--- config.mk ---
export PLATFORM = sky130hd
export DESIGN_NAME = call_stack_flat
export DESIGN_NICKNAME = d
export VERILOG_FILES = /design/src/rtl/call_stack_if.sv /design/src/rtl/call_stack.sv /design/src/flat_wrapper.sv
export SDC_FILE = /design/constraint.sdc
export NUM_CORES = 1
export LEC_CHECK = 0
export ABC_AREA = 1
export CORE_MARGIN = 3
export CORE_UTILIZATION = 47
export CTS_CLUSTER_DIAMETER = 150
export DETAILED_ROUTE_END_ITERATION = 10
export GPL_TIMING_DRIVEN = 0
export SYNTH_ARGS = -nofsm -noshare
export SYNTH_HDL_FRONTEND = slang
export SYNTH_SLANG_ARGS = --single-unit
--- constraint.sdc ---
create_clock -name clk -period 2.5 [get_ports clk]
set_input_delay 0.375 -clock clk [delete_from_list [all_inputs] [get_ports clk]]
set_output_delay 0.375 -clock clk [all_outputs]
set_load 0.05 [all_outputs]
--- src/rtl/call_stack_if.sv ---
// Signal bundle for call_stack: push/pop strobes, write data and stack status.
// The master side drives the strobes; the stack itself uses the slave side.
interface call_stack_if #(
   parameter int WIDTH = 11,
   parameter int DEPTH = 16
);
   localparam int CW = $clog2(DEPTH + 1);

   logic             push;
   logic             pop;
   logic [WIDTH-1:0] data_in;
   logic             clr_err;
   logic [WIDTH-1:0] data_out;
   logic [CW-1:0]    count;
   logic             empty;
   logic             full;
   logic             overflow;
   logic             underflow;

   modport master (
      output push, pop, data_in, clr_err,
      input  data_out, count, empty, full, overflow, underflow
   );

   modport slave (
      input  push, pop, data_in, clr_err,
      output data_out, count, empty, full, overflow, underflow
   );
endinterface

--- src/rtl/call_stack.sv ---
// Parametrised LIFO return-address stack with occupancy, full/empty and sticky error flags.
// Define CALL_STACK_CIRCULAR_EN to make a push while full overwrite the oldest entry.
module call_stack #(
   parameter int WIDTH = 11,
   parameter int DEPTH = 16
) (
   input logic          clk,
   input logic          reset,
   call_stack_if.slave  bus
);
   localparam int CW = $clog2(DEPTH + 1);
   localparam int AW = $clog2(DEPTH);
   localparam logic [CW-1:0] FULL_COUNT = CW'(DEPTH);

   logic [WIDTH-1:0] mem [DEPTH];

   logic [AW-1:0] top_reg, top_next;
   logic [CW-1:0] count_reg, count_next;
   logic          overflow_reg, overflow_next;
   logic          underflow_reg, underflow_next;

   logic          is_empty, is_full;
   logic          do_push, do_pop, do_replace;
   logic          wr_en;
   logic [AW-1:0] wr_addr;
   logic          ovf_evt, unf_evt;

   assign is_empty = (count_reg == '0);
   assign is_full  = (count_reg == FULL_COUNT);

   // Push+pop on a non-empty stack replaces the top; on an empty stack it is a plain push.
   assign do_replace = bus.push & bus.pop & ~is_empty;
   assign do_push    = bus.push & (~bus.pop | is_empty);
   assign do_pop     = bus.pop & ~bus.push;

   always_comb begin
      wr_en      = 1'b0;
      wr_addr    = top_reg;
      top_next   = top_reg;
      count_next = count_reg;
      ovf_evt    = 1'b0;
      unf_evt    = 1'b0;

      if (do_replace) begin
         wr_en   = 1'b1;
         wr_addr = top_reg;
      end else if (do_push) begin
         if (!is_full) begin
            wr_en      = 1'b1;
            wr_addr    = top_reg + AW'(1);
            top_next   = top_reg + AW'(1);
            count_next = count_reg + CW'(1);
         end else begin
            ovf_evt = 1'b1;
`ifdef CALL_STACK_CIRCULAR_EN
            // top+1 is the oldest slot once the ring is full, so it gets overwritten.
            wr_en    = 1'b1;
            wr_addr  = top_reg + AW'(1);
            top_next = top_reg + AW'(1);
`else
            wr_en    = 1'b0;
`endif
         end
      end else if (do_pop) begin
         if (!is_empty) begin
            top_next   = top_reg - AW'(1);
            count_next = count_reg - CW'(1);
         end else begin
            unf_evt = 1'b1;
         end
      end

      // A new error in the same cycle as clr_err keeps the flag set.
      overflow_next  = ovf_evt | (overflow_reg & ~bus.clr_err);
      underflow_next = unf_evt | (underflow_reg & ~bus.clr_err);
   end

   always_ff @(posedge clk) begin
      if (!reset) begin
         top_reg       <= '1;
         count_reg     <= '0;
         overflow_reg  <= 1'b0;
         underflow_reg <= 1'b0;
      end else begin
         top_reg       <= top_next;
         count_reg     <= count_next;
         overflow_reg  <= overflow_next;
         underflow_reg <= underflow_next;
      end
   end

   // Storage is not reset; only the pointer and count define which entries are valid.
   generate
      for (genvar gi = 0; gi < DEPTH; gi++) begin : g_entry
         always_ff @(posedge clk) begin
            if (reset && wr_en && (wr_addr == AW'(gi))) begin
               mem[gi] <= bus.data_in;
            end
         end
      end
   endgenerate

   assign bus.data_out  = is_empty ? '0 : mem[top_reg];
   assign bus.count     = count_reg;
   assign bus.empty     = is_empty;
   assign bus.full      = is_full;
   assign bus.overflow  = overflow_reg;
   assign bus.underflow = underflow_reg;
endmodule

--- src/flat_wrapper.sv ---
// flat-port wrapper written by rule: the top's interface ports become plain ports
module call_stack_flat 
#(
   parameter int WIDTH = 11,
   parameter int DEPTH = 16
)
  (clk, reset, bus_push, bus_pop, bus_data_in, bus_clr_err, bus_data_out, bus_count, bus_empty, bus_full, bus_overflow, bus_underflow);
  call_stack_if #(.WIDTH(WIDTH), .DEPTH(DEPTH)) bus_i ();
  input logic clk;
  input logic reset;
  input wire logic [$bits(bus_i.push)-1:0] bus_push;
  input wire logic [$bits(bus_i.pop)-1:0] bus_pop;
  input wire logic [$bits(bus_i.data_in)-1:0] bus_data_in;
  input wire logic [$bits(bus_i.clr_err)-1:0] bus_clr_err;
  output wire logic [$bits(bus_i.data_out)-1:0] bus_data_out;
  output wire logic [$bits(bus_i.count)-1:0] bus_count;
  output wire logic [$bits(bus_i.empty)-1:0] bus_empty;
  output wire logic [$bits(bus_i.full)-1:0] bus_full;
  output wire logic [$bits(bus_i.overflow)-1:0] bus_overflow;
  output wire logic [$bits(bus_i.underflow)-1:0] bus_underflow;
  assign bus_i.push = bus_push;
  assign bus_i.pop = bus_pop;
  assign bus_i.data_in = bus_data_in;
  assign bus_i.clr_err = bus_clr_err;
  assign bus_data_out = bus_i.data_out;
  assign bus_count = bus_i.count;
  assign bus_empty = bus_i.empty;
  assign bus_full = bus_i.full;
  assign bus_overflow = bus_i.overflow;
  assign bus_underflow = bus_i.underflow;
  call_stack #(.WIDTH(WIDTH), .DEPTH(DEPTH)) u_core (.clk(clk), .reset(reset), .bus(bus_i));
endmodule
# Word-level counts from Yosys, hierarchy flattened
# Memory sizes are Yosys's and may differ from the RTL's. A register that Yosys moved wholly into a read port is not among the register bits.
# Index checks and enable logic that the tools add are counted.
# totals
register_bits	11
word_cells	178
input_bits	16
n_memories	1
output_inout_bits	20
ramBits	176
# classes
n_mux	100
bitwise_logic	14
eq_ne	18
reduce_logical	37
add_sub_neg	4
# mem_list
name	words	width	read_ports	rd_ports_with_merged_regs	write_ports	line	source
u_core.mem	16	11	1	1	1	call_stack.sv:15	logic [WIDTH-1:0] mem [DEPTH];
# op_table
cell	n
$mux W11	16
$reduce_or A11 Y1	15
$mux W4	23
$mux W1	57
$eq A4 B4 Y1 const B	8
$mux W5	4
$logic_and A1 B1 Y1	17
$eq A4 B3 Y1 const B	4
$eq A4 B2 Y1 const B	2
$and A1 B1 Y1	6
$add A5 B1 Y5 const B	1
$eq A5 B5 Y1 const B	1
$logic_not A5 Y1	1
$not A1 Y1	5
$sub A5 B1 Y5 const B	1
$add A4 B1 Y4 const B	1
$eq A4 B1 Y1 const B	1
$logic_not A4 Y1	1
$ne A2 B2 Y1 const B	2
$reduce_and A4 Y1	1
$sub A4 B1 Y4 const B	1
$or A1 B1 Y1	3
$reduce_and A3 Y1	1
$reduce_bool A2 Y1	1

# Depth between registers and ports, before layout
# Gate-level depths: netlist of the first run.
# logic_depth
word_depth	25
ltp_mapped	17
mapped_depth_nobuf	16

# Worst setup path after synthesis of the first run
# Ideal clock, no wire load.
# synth_timing
kind	reg-to-reg
from	register u_core.count_reg[4], in the netlist u_core.bus.count[4]
to	memory u_core.mem[0][0], enable pin
t_required_ns	2.122
n_path_buf	0
t_arrival_ns	2.244
stages_incl_launch_ff	11
slack_ns	-0.122
setup_ns	0.378
synth_period_minus_slack_ns	2.622
cell_sequence	dfxtp_1 inv_2 nor2_4 inv_2 nand2_1 nand2_1 nand3_1 nand2_1 inv_1 nand3_1 nor2_1
# synth_between
word_cells_on_any_way	122
classes_between	eq/ne (16); mux (68); bitwise (4); reduce/logical (34)
# synth_rtl
item	line	source
from (decl)	call_stack.sv:18	logic [CW-1:0] count_reg, count_next;
from (signal assigned)	call_stack.sv:86	count_reg <= count_next;
$eq A5 B5 Y1 *	call_stack.sv:29	assign is_full = (count_reg == FULL_COUNT);
net bus_full	flat_wrapper.sv:18	output wire logic [$bits(bus_i.full)-1:0] bus_full;
$mux W4 or $mux W1 (tied branches)	call_stack.sv:48	if (!is_full) begin
$mux W4 or $mux W1 (tied branches)	call_stack.sv:47	end else if (do_push) begin
$mux W4 or $mux W1 (tied branches)	call_stack.sv:44	if (do_replace) begin
$eq A4 B1 Y1 or $logic_and A1 B1 Y1 (tied branches)	call_stack.sv:96	if (reset && wr_en && (wr_addr == AW'(gi))) begin
$logic_and A1 B1 Y1	call_stack.sv:96	
$mux W1	call_stack.sv:96	
$mux W1 (implied by the code)	call_stack.sv:97	mem[gi] <= bus.data_in;
$reduce_or A11 Y1 (no source line)	-	
$mux W4 (no source line) or $mux W1 (tied branches) (15 in a row)	-	
to (decl)	call_stack.sv:15	
# Mark *: on every way through the listed nets, which the timed path passes. The rest lies on a longest branch.

==> out/metrics.cfg, run 1 <==
[cts]
clk_path_buf_depth=2
cts_tree=done
postCtsHoldBufs=0
insertion_delay_ns=0.44
clkTransAtPathRegs_ns=0.07
htree_levels=4
root_buffer=clkbuf_16
cts.sinks=191
numCtsBuffers=17

[route]
post_drt_via_cell_ratio=5.985
drc_errors=0
drt_iter0_markers=677
ant_nets=0
dr.pass1.iters=5
wirelength_mm=23.25
vias=5698
wl_per_cell_um=24.42

[synthesis]
syn_nets=659
ys_types=31
avgSynthCellArea_um2=12.25
yosys_register_bits=191
syn_inst=637
syn_area_mm2=0.007801
yosysSeqAreaShare_pct=71.60
ys_warn_count=0

[timing]
rsz0062_at_grt=true
setup_slack_ns=-0.06860
worst_slew_pin_slew_ns=0.8464
fin_tns_setup_ns=-0.1012
report.final.setup_viol=4
post-route-period-util_pct=102.7
maxSlewViolCount=0
fin_crit_ns=2.569
hold_violations=0
skew_ns=0.01025
relSlewSlack_pct=43.40
fmax_mhz=389.3

[setup_path]
timing.rr.start=u_core.bus.count[0]
r2r_setup_slack_ns=0.06
worstSetupStartpointType=register
end_kind=primary output
required_ns=2.12
rr_endpoint=u_core.mem[2][8]
worstSetupPathType=register to primary output
critPathMaxFanout=6
r2r_cells=12
crit_arrival_ns=2.19

[grt]
grt_max_degree=17
antenna_found_initial=0
grt_pass1_wl_mm=33.47
grt_overflow=0
grt_pass1_vias=5607
track_usage_pct=25.23

[run]
cap_viol_max_count=0

[power]
power_uw=12090
power_density_mw_per_mm2=1171
vdd_drop_max_mv=0.7674
leakagePower_uw=0.003519

[status]
violations=setup timing
status=finished, violations left

[finish]
diodes=0
layout_common_cells=edfxtp_1, nor2_1, o21ai_0, nand2_1, clkdlybuf4s50_1
postLayoutCoreUtil_pct=64.31
drive_gt1_share_pct=28.40
largest_reg_flops=176
final_cells=952
syn_to_final_growth_pct=32.37
layout_commonest_cell=edfxtp_1
finalNetCount=746
fillCellCount=1134
final_area_mm2=0.01033

[placement]
placed_cells=888
placed_cell_area_mm2=0.008432
dp_hpwl_mm=13.64
io_buffer_count=35
gp_congestion=0.8667

[floorplanning]
die_area_mm2=0.01818
core_area_mm2=0.01606
ioPinCount=36
die_w_um=134.8
initial_core_util_pct=48.58
num_rows=46
die_h_um=134.8

[worst_hold_path]
hold_path_class=register to register
min_to=u_core.bus.underflow
hold_start=u_core.bus.underflow
holdPathStages=2

==> how the worst max path moves through the flow <==
| stage | startpoint | endpoint | slack [ns] | cells past startpoint |
|---|---|---|---|---|
| after global placement | reset | u_core.mem[4][8] | -0.90 | 5 |
| after global routing | register | bus_data_out[1] | -0.08 | 9 |
| final | register | bus_data_out[5] | -0.07 | 11 |
| after CTS | u_core.bus.count[0] | u_core.mem[3][6] | -0.27 | 6 |
| after detailed placement | reset | u_core.mem[4][8] | -0.99 | 5 |
| after floorplan | u_core.bus.count[4] | u_core.mem[0][0] | -0.12 | 10 |
==> cell families after synthesis <==
group / count (synthesis) / synth area share, %
flops: 191 / 71.60
buf+inv: 63 / 3.272
compound gates: 173 / 12.98
fa+ha+maj: 6 / 0.9623
simple gates: 202 / 10.87
xor+xnor: 2 / 0.3208
==> power breakdown <==
part | switching, µW | internal [µW] | total (µW) | leakage, µW
sequential | 169 | 3730 | 3900 | 0.00171
clock | 1190 | 1780 | 2960 | 0.000306
combinational | 3370 | 1860 | 5230 | 0.00150
total | 4730 | 7360 | 12100 | 0.00352
==> final cells by class <==
type / instances / area, µm² / share of cell area [%]
timing repair buffer: 70 / 983.4 / 9.524
inverter: 29 / 127.6 / 1.236
clock buffer: 18 / 429.2 / 4.156
tap: 216 / 270.3 / 2.617
clock inverter: 13 / 211.5 / 2.048
sequential: 191 / 5590 / 54.14
buffer: 32 / 321.6 / 3.114
multi-input combinational: 383 / 2392 / 23.17
==> critical path, stage by stage, from the launching register on <==
cell	delay, ns
dfxtp_2	0.34
buf_6	0.14
clkinv_8	0.07
buf_6	0.09
buf_8	0.12
nor2_2	0.04
o22ai_1	0.18
nor2_1	0.06
nor2_1	0.19
o21ai_1	0.13
a21oi_1	0.16
buf_4	0.22
==> synth_stat cells (all sizes together) <==
cell    instances  share of area, %
edfxtp        176                68
nor2          127               6.3
o21ai         104               6.7
nand2          41               2.2
o221ai         32               3.6
nand3          31               2.1
inv            27               1.3
clkbuf         26               1.3
a21oi          20               1.3
dfxtp          15               3.8
o22ai          12              0.96
buf             8              0.63
ha              6              0.96
clkinv          2             0.096
o21bai          2              0.19
xor2            2              0.32
a211oi          1             0.096
a31oi           1             0.080
nor3            1             0.064
nor4            1             0.080
o31ai           1             0.096
or2             1             0.080
==> layer usage <==
layer  wire, µm  track usage, %  vias up
li1           -               -     2531
met1       9471           34.51     2797
met2      11100           39.52      308
met3       1680           4.247       62
met4        995           12.33        0
met5          0               0        -
==> stage by stage <==
step                      setup slack (ns)  hold slack, ns
after floorplan                    -0.1219          0.4575
after global placement             -0.8969          0.4595
after detailed placement           -0.9922          0.4600
after CTS                          -0.2726          0.4713
after global routing              -0.08253          0.4961
final                             -0.06860          0.4687
==> repair_timing <==
| item | 4_1_cts | 5_1_grt |
|---|---|---|
| resized for setup | 222 | 90 |
| pin swaps | 24 | 46 |
| cloned | 8 | 2 |
| setup buffers | 8 | 18 |
| setup endpoints to repair | 188 | 189 |
(Power assumes the default switching activity.)
==> inputs of run 2 (changes only) <==
- CTS_CLUSTER_DIAMETER: 150 -> 200
- SLEW_MARGIN: unset -> 20
==> run 2 against run 1 <==
Cell area is 1.6% lower. Non-clock buffer count decreased by 3. Sequential share of layout area grew 0.91 points. Largest cell class unchanged. The run still ends with setup timing left. Global-route usage is 1.1 points lower. Clock-buffer cell count grew 1. Worst hold slack gained 0.0062 ns. Core utilization down 1.0 points. Via count shrank 1.6%. Critical endpoint is now bus_data_out[0]. Final cell count is 0.32% lower. Flip-flop and latch count stayed put.
==> out/metrics.cfg, run 2 (synthesis results as in run 1) <==
[route]
ant_nets=0  ; unchanged
wirelength_mm=22.37  ; -3.8%
dr.pass1.iters=5  ; unchanged
vias=5606  ; -1.6%
drt_iter0_markers=609  ; -10%
wl_per_cell_um=23.57  ; -3.5%
drc_errors=0  ; unchanged
post_drt_via_cell_ratio=5.907  ; -1.3%

[finish]
largest_reg_flops=176  ; unchanged
finalNetCount=744  ; -0.27%
final_cells=949  ; -0.32%
layout_commonest_cell=edfxtp_1
layout_common_cells=edfxtp_1, nor2_1, o21ai_0, nand2_1, clkdlybuf4s50_1
drive_gt1_share_pct=27.97  ; -0.43 points
diodes=0  ; unchanged
syn_to_final_growth_pct=30.26

[placement]
dp_hpwl_mm=13.63  ; about the same
pre_cts_ws_ns=-0.8534  ; +0.1388 ns
io_buffer_count=35  ; unchanged
gp_congestion=0.8667  ; unchanged
placed_cells=888  ; unchanged

[floorplanning]
ioPinCount=36  ; unchanged
die_area_mm2=0.01818  ; unchanged
die_w_um=134.8  ; unchanged
initial_core_util_pct=48.58  ; unchanged
core_area_mm2=0.01606  ; unchanged
die_h_um=134.8  ; unchanged
num_rows=46  ; unchanged

[timing]
setup_slack_ns=-0.01852  ; +0.05008 ns
fmax_mhz=397.1  ; +2.0%
post-route-period-util_pct=100.7  ; -2.0 points
maxSlewViolCount=0  ; unchanged
worst_slew_pin_slew_ns=0.7905  ; -0.05584 ns
holdWs_ns=0.4749  ; +0.006220 ns
skew_ns=0.009212  ; -0.001041 ns
relSlewSlack_pct=47.13  ; +3.7 points
fin_crit_ns=2.519  ; -0.05008 ns
hold_violations=0  ; unchanged
report.final.setup_viol=2  ; -2
rsz0062_at_grt=true
fin_tns_setup_ns=-0.02020  ; +0.08105 ns

[power]
power_density_mw_per_mm2=1134  ; -3.1%
vdd_drop_max_mv=0.7146  ; -6.9%
power_uw=11530  ; -4.7%
leakagePower_uw=0.003445  ; -2.1%

[grt]
grt_overflow=0  ; unchanged
antenna_found_initial=0  ; unchanged
track_usage_pct=24.15  ; -1.1 points
grt_pass1_vias=5458  ; -2.7%
grt_pass1_wl_mm=32.02  ; -4.3%
grt_max_degree=17  ; unchanged

[setup_path]
crit_path_cell_trace=buf_12 > clkinv_8 > buf_8 > buf_8 > buf_6 > o21ai_2 > o221ai_2 > nand3_2 > a21oi_2 > buf_6
critPathMaxFanout=6  ; unchanged
worstSetupPathType=register to primary output
r2r_cells=11  ; -1
max_stage_delay_ns=0.36  ; +0.02 ns
required_ns=2.12  ; about the same
worstSetupStartpointType=register
r2r_setup_slack_ns=0.11  ; +0.05 ns
crit_arrival_ns=2.14  ; -0.05 ns
end_kind=primary output
cp_slowest_cell=dfxtp_4

[cts]
clkTransAtPathRegs_ns=0.06  ; about the same
root_buffer=clkbuf_16
cts.sinks=191  ; unchanged
postCtsHoldBufs=0  ; unchanged
cts_tree=done
clk_path_buf_depth=2  ; unchanged
htree_levels=4  ; unchanged
numCtsBuffers=17  ; unchanged
insertion_delay_ns=0.43  ; about the same

[status]
status=finished, violations left
violations=setup timing

[worst_hold_path]
hold_path_class=register to register
holdPathStages=2  ; unchanged

[run]
cap_viol_max_count=0  ; unchanged

==> run 2: changes by cell type in the layout (fill, tap and decap cells not counted), moves of 2 or more <==
cell	previous run	this run
buf_8	9	5
clkbuf_4	5	7
clkbuf_16	20	18
buf_4	11	14
a21oi_4	0	2
o21ai_0	80	86
clkinv_2	1	3
buf_6	18	16
clkbuf_8	2	5
buf_2	4	1
bufinv_16	5	1
o21ai_1	15	11
==> run 2: timing repair <==
action,4_1_cts,5_1_grt
resized for setup,194,109
endpoints found under the setup margin,188,189
buffers inserted,2,25
pin swaps,20,54
cloned,5,0
hold endpoints to repair,0,0
==> run 2: critical path: cells and delay by family, from the launching register on <==
| family | cells | cell delay, ns |
|---|---|---|
| compound gates | 3 | 0.48 |
| buf+inv | 6 | 0.72 |
| flops | 1 | 0.36 |
| simple gates | 1 | 0.14 |
==> run 2: where the power goes <==
part	internal, µW	total, µW	switching, µW
registers	3730	3910	179
logic	1810	5130	3320
clock network	1350	2480	1130
total	6890	11500	4630
==> run 2: layout make-up <==
class | count | area, µm²
repair inverters | 1 | 16.27
clock inverters | 11 | 93.84
multi-input cells | 383 | 2397
flip-flops and latches | 191 | 5594
repair buffers | 65 | 863.3
fillers | 1160 | 5896
well taps | 216 | 270.3
inverters | 29 | 133.9
plain buffers | 34 | 360.3
clock buffers | 19 | 432.9
==> run 2: through the flow <==
step / utilization (%) / instance area [µm²]
finish: 63.29 / 10160
global route: 63.29 / 10160
CTS: 58.84 / 9449
detailed placement: 52.59 / 8444
global placement: 52.51 / 8432
floorplan: - / 7811
==> run 2: path summary, 6_finish.rpt <==
path | start | to
hold reg to reg | u_core.bus.overflow | u_core.bus.overflow
setup reg to reg | u_core.bus.count[0] | u_core.mem[12][3]
setup / recovery | register | bus_data_out[0]
hold / removal | u_core.bus.overflow | u_core.bus.overflow
==> run 2: routing by layer <==
layer	GRT usage, %	wire length (µm)	up-vias
li1	-	-	2516
met1	33.01	9397	2805
met2	37.22	10680	231
met3	5.142	1408	54
met4	11.48	881	0
met5	0	0	-
